--- src/rtl/bcd_counter_mux7seg.sv ---
// Multi-digit BCD up/down counter with prescaled count tick and a time-multiplexed,
// common-anode 7-segment scan driver (active-low seg and an).

module bcd_digit (
    input  logic       up,
    input  logic       cin,
    input  logic [3:0] d,
    output logic [3:0] nxt,
    output logic       cout
);
    always_comb begin
        nxt  = d;
        cout = 1'b0;
        if (cin) begin
            if (up) begin
                if (d >= 4'd9) begin
                    nxt  = 4'd0;
                    cout = 1'b1;
                end else begin
                    nxt = d + 4'd1;
                end
            end else begin
                if (d == 4'd0) begin
                    nxt  = 4'd9;
                    cout = 1'b1;
                end else begin
                    nxt = d - 4'd1;
                end
            end
        end
    end
endmodule

module bcd_counter_mux7seg #(
    parameter int NUM_DIGITS = 4,
    parameter int TICK_DIV   = 20000000,
    parameter int SCAN_DIV   = 20000,
    parameter int BLANK_LZ   = 0
) (
    input  logic                    clk,
    input  logic                    rst,
    input  logic                    en,
    input  logic                    up,
    input  logic                    clear,
    input  logic                    load,
    input  logic [4*NUM_DIGITS-1:0] load_val,
    output logic [4*NUM_DIGITS-1:0] count,
    output logic                    carry,
    output logic [6:0]              seg,
    output logic [NUM_DIGITS-1:0]   an
);
    localparam int PW = $clog2(TICK_DIV);
    localparam int SW = (SCAN_DIV > 1) ? $clog2(SCAN_DIV) : 1;
    localparam int IW = (NUM_DIGITS > 1) ? $clog2(NUM_DIGITS) : 1;

    logic [PW-1:0]              presc;
    logic                       tick;
    logic [NUM_DIGITS-1:0][3:0] dig_q;
    logic [NUM_DIGITS-1:0][3:0] dig_nxt;
    logic [NUM_DIGITS-1:0][3:0] ld_dig;
    logic [NUM_DIGITS:0]        chain;
    logic [NUM_DIGITS:0]        hi_zero;
    logic [NUM_DIGITS-1:0]      blank;
    logic [SW-1:0]              scnt;
    logic [IW-1:0]              idx;
    logic [3:0]                 cur;
    logic [6:0]                 glyph;

    assign tick                = (presc == PW'(TICK_DIV - 1));
    assign chain[0]            = tick & en;
    assign hi_zero[NUM_DIGITS] = 1'b1;
    assign count               = dig_q;

    // chain[k] is the step request into digit k; the top one is the full-wrap flag
    for (genvar k = 0; k < NUM_DIGITS; k++) begin : g_dig
        bcd_digit u_dig (
            .up   (up),
            .cin  (chain[k]),
            .d    (dig_q[k]),
            .nxt  (dig_nxt[k]),
            .cout (chain[k+1])
        );
        assign ld_dig[k]  = (load_val[4*k +: 4] > 4'd9) ? 4'd0 : load_val[4*k +: 4];
        assign hi_zero[k] = (dig_q[k] == 4'd0) && hi_zero[k+1];
        assign blank[k]   = (BLANK_LZ != 0) && (k > 0) && hi_zero[k];
    end

    always_ff @(posedge clk) begin
        if (rst || clear) begin
            presc <= '0;
            dig_q <= '0;
            carry <= 1'b0;
        end else if (load) begin
            presc <= '0;
            dig_q <= ld_dig;
            carry <= 1'b0;
        end else begin
            presc <= tick ? '0 : presc + 1'b1;
            dig_q <= dig_nxt;
            carry <= chain[NUM_DIGITS];
        end
    end

    assign cur = dig_q[idx];

    always_comb begin
        glyph = 7'b1111111;
        case (cur)
            4'd0: glyph = 7'b0000001;
            4'd1: glyph = 7'b1001111;
            4'd2: glyph = 7'b0010010;
            4'd3: glyph = 7'b0000110;
            4'd4: glyph = 7'b1001100;
            4'd5: glyph = 7'b0100100;
            4'd6: glyph = 7'b0100000;
            4'd7: glyph = 7'b0001111;
            4'd8: glyph = 7'b0000000;
            4'd9: glyph = 7'b0000100;
            default: glyph = 7'b1111111;
        endcase
    end

    // an and seg both come from the same idx sample, so the digit and its glyph never skew
    always_ff @(posedge clk) begin
        if (rst) begin
            scnt <= '0;
            idx  <= '0;
            an   <= ~NUM_DIGITS'(1);
            seg  <= 7'b0000001;
        end else begin
            if (scnt == SW'(SCAN_DIV - 1)) begin
                scnt <= '0;
                idx  <= (idx == IW'(NUM_DIGITS - 1)) ? '0 : idx + 1'b1;
            end else begin
                scnt <= scnt + 1'b1;
            end
            an  <= ~(NUM_DIGITS'(1) << idx);
            seg <= blank[idx] ? 7'b1111111 : glyph;
        end
    end
endmodule
--- config.mk ---
export PLATFORM = sky130hd
export DESIGN_NAME = bcd_counter_mux7seg
export DESIGN_NICKNAME = d
export VERILOG_FILES = /design/src/rtl/bcd_counter_mux7seg.sv
export SDC_FILE = /design/constraint.sdc
export NUM_CORES = 1
export LEC_CHECK = 0
export BUFFER_PORTS_ARGS = -buffer_cell sky130_fd_sc_hd__buf_4
export CORE_MARGIN = 2
export CORE_UTILIZATION = 47
export CTS_CLUSTER_SIZE = 40
export DETAILED_ROUTE_END_ITERATION = 12
export PLACE_DENSITY = 0.69
export SETUP_SLACK_MARGIN = 0.3
export SYNTH_ARGS = -nofsm -noshare
export SYNTH_HDL_FRONTEND = slang
export SYNTH_SLANG_ARGS = --single-unit
--- constraint.sdc ---
create_clock -name clk -period 2.6 [get_ports clk]
set_input_delay 0.39 -clock clk [delete_from_list [all_inputs] [get_ports clk]]
set_output_delay 0.39 -clock clk [all_outputs]
set_load 0.005 [all_outputs]
==> results.ini <==
[detailed_routing]
drc_errors = 0
totalWireLength_um = 9280
via_count = 3634
routedWlPerCell_um = 14.1
ant_nets = 0
avgViaCountPerCell = 5.54
dr.first_iter.drc_count = 234
dr.pass1.iters = 4

[synthesis]
ys.flop_type = dfxtp_1
synth_area_per_cell_um2 = 8.34
synth_nets = 551
synth-async-reset-ratio_pct = 0
synth_top_cell_by_area = dfxtp_1
syn_inst = 504
synth_area_um2 = 4200
synth_edf_count = 0
ys_seq_area_share_pct = 33.4
ys_ff_latch = 70
ys_types = 63
synthDominantCellAreaShare_pct = 33.4
ys_warn_count = 0
ys_top_cells_by_area = dfxtp_1, nor2_1, ha_1, xnor2_1, xor2_1

[floorplanning]
die_w_um = 98.6
die_h_um = 98.6
ioPinCount = 50
coreArea_um2 = 8680
start_util_pct = 48.4
rows = 34
dieArea_um2 = 9710

[worst_hold_path]
min_path_type = input port to register
whs_path_depth = 2
hold_start = load_val[9]

[job]
maxCapViolations = 0

[sta]
slew_headroom_pct = 62.5
finalSetupViolCount = 0
finalHoldViolations = 0
tightestPinTransition_ns = 0.562
report.final.slew_viol_count = 0
period_share_pct = 82.7
rsz0062_at_grt = no
skew_ns = 0.00707
fin_crit_ns = 2.15
max_freq_mhz = 465
tns_ns = 0

[cts]
clock_path_buffers = 2
cts_tree = yes
cts.clk_slew.worst_paths_ns = 0.08
cts-root-buf = clkbuf_8
cts_max_level = 3
postCtsSetupRepairBufs = 0
clkLatencyLatePin_ns = 0.34
cts_buffers = 9
clock_sinks = 70

[setup_path]
critPathCaptureType = register
reg2reg_from = count[1]
required_ns = 2.86
worstPathArrival_ns = 2.41
ff2ff_path_depth = 7
cp-start-kind = register
worst-path-max-fanout = 8
cp-startpoint = count[1]
path_class = register to register

[place]
gp_congestion = 0.907
place_hpwl_um = 6760
place_area_um2 = 4630
portBuffers = 49

[layout]
drive_above_1_share_pct = 17.2
n_fill_cell = 822
final_area_um2 = 4840
num-nets-final = 590
diodes = 0
area_growth_syn_to_layout_pct = 15.1

[grt]
antenna_found_initial = 0
track_usage_pct = 19.2
grt_pass1_vias = 3315
grt_overflow = 0
grt_pass1_wl_um = 15400
grt_max_degree = 33

[outcome]
status = complete, no violations

[power]
powerDensity_nw_per_um2 = 451
vdd_drop_max_mv = 0.299
p_leak_nw = 1.82

cells by family after synthesis:
group	synth area share, %
AOI/OAI and AO/OA	13.8
xor gates and xnor gates	8.96
adders and majority gates	7.44
buffers and inverters	5.27
DFF	33.4
muxes	5.30
and+or+nand+nor	25.9
stage by stage:
stage | util (%) | hold slack, ns | power, W | cells | worst slack, ns
6_report | 55.7 | 0.257 | 0.00218 | 656 | 0.450
3_5_place_dp | 53.4 | 0.439 | 0.00132 | 640 | 0.308
3_3_place_gp | 53.4 | 0.427 | 0.00132 | 640 | 0.388
4_1_cts | 55.7 | 0.243 | 0.00221 | 656 | 0.303
2_1_floorplan | - | 0.413 | 0.00125 | 504 | 0.425
5_1_grt | 55.7 | 0.266 | 0.00228 | 656 | 0.333
routing by layer:
metal | global-route usage [%] | vias to the layer above | wire length (um)
li1 | - | 1845 | -
met3 | 4.40 | 9 | 355
met4 | 5.48 | 0 | 99
met2 | 30.4 | 73 | 4210
met5 | 0 | - | 0
met1 | 26.5 | 1707 | 4610
synthesized netlist by cell type (11+ instances only):
library cell  number
nor3_1            11
mux2i_1           11
nand2_1           26
o21ai_0           21
xor2_1            20
nor2_1            84
nand4_1           14
a21oi_1           20
clkbuf_1          21
ha_1              25
nand3_1           21
xnor2_1           23
dfxtp_1           70
inv_1             29
report_power, final:
group          total [W]  internal, W  switching (W)
Combinational   0.000194    0.0000882       0.000106
Sequential       0.00111      0.00108      0.0000204
Clock           0.000883     0.000446       0.000437
Total            0.00218      0.00162       0.000563
registers in the layout (all words and copies together), names as in the netlist:
name	count
an	4
carry	1
count	16
scnt	15
presc	25
seg	7
idx	2
area by class of cell:
class	count	area [um^2]	area share (%)
Inverter	30	113	2.33
Multi-Input combinational cell	378	2580	53.4
Sequential cell	70	1400	29.0
Timing Repair Buffer	54	405	8.38
Tap cell	108	135	2.79
Clock buffer	9	124	2.56
Clock inverter	7	73.8	1.53
worst max-delay path, cell delays in order, from the launching register on:
cell and delay (ns):
dfxtp_2 0.42, inv_1 0.09, ha_1 0.22, or3b_1 0.37, a31o_2 0.30, o2111a_2 0.21, a21oi_4 0.24, mux2i_1 0.22
worst paths after layout:
check | endpoint | slack [ns]
setup / recovery | count[14] | 0.45
hold / removal | count[11] | 0.26
setup reg to reg | count[14] | 0.45
hold reg to reg | presc[0] | 0.45
cells in the final DEF, fill, tap and decap left out, drive strengths merged, types with 21 or more instances in the layout:
cell / n
xnor2: 23
dfxtp: 70
a21oi: 21
inv: 30
nand2: 26
nand3: 22
ha: 25
buf: 54
o21ai: 21
nor2: 84
what timing repair did:
| action | 4_1_cts | 5_1_grt |
|---|---|---|
| pin swaps | 1 | 1 |
| gates resized for setup | 2 | 2 |
| hold endpoints to repair | 0 | 0 |
| hold buffers | 0 | 0 |
| endpoints found under the setup margin | 2 | 8 |
(Power assumes the default switching activity.)
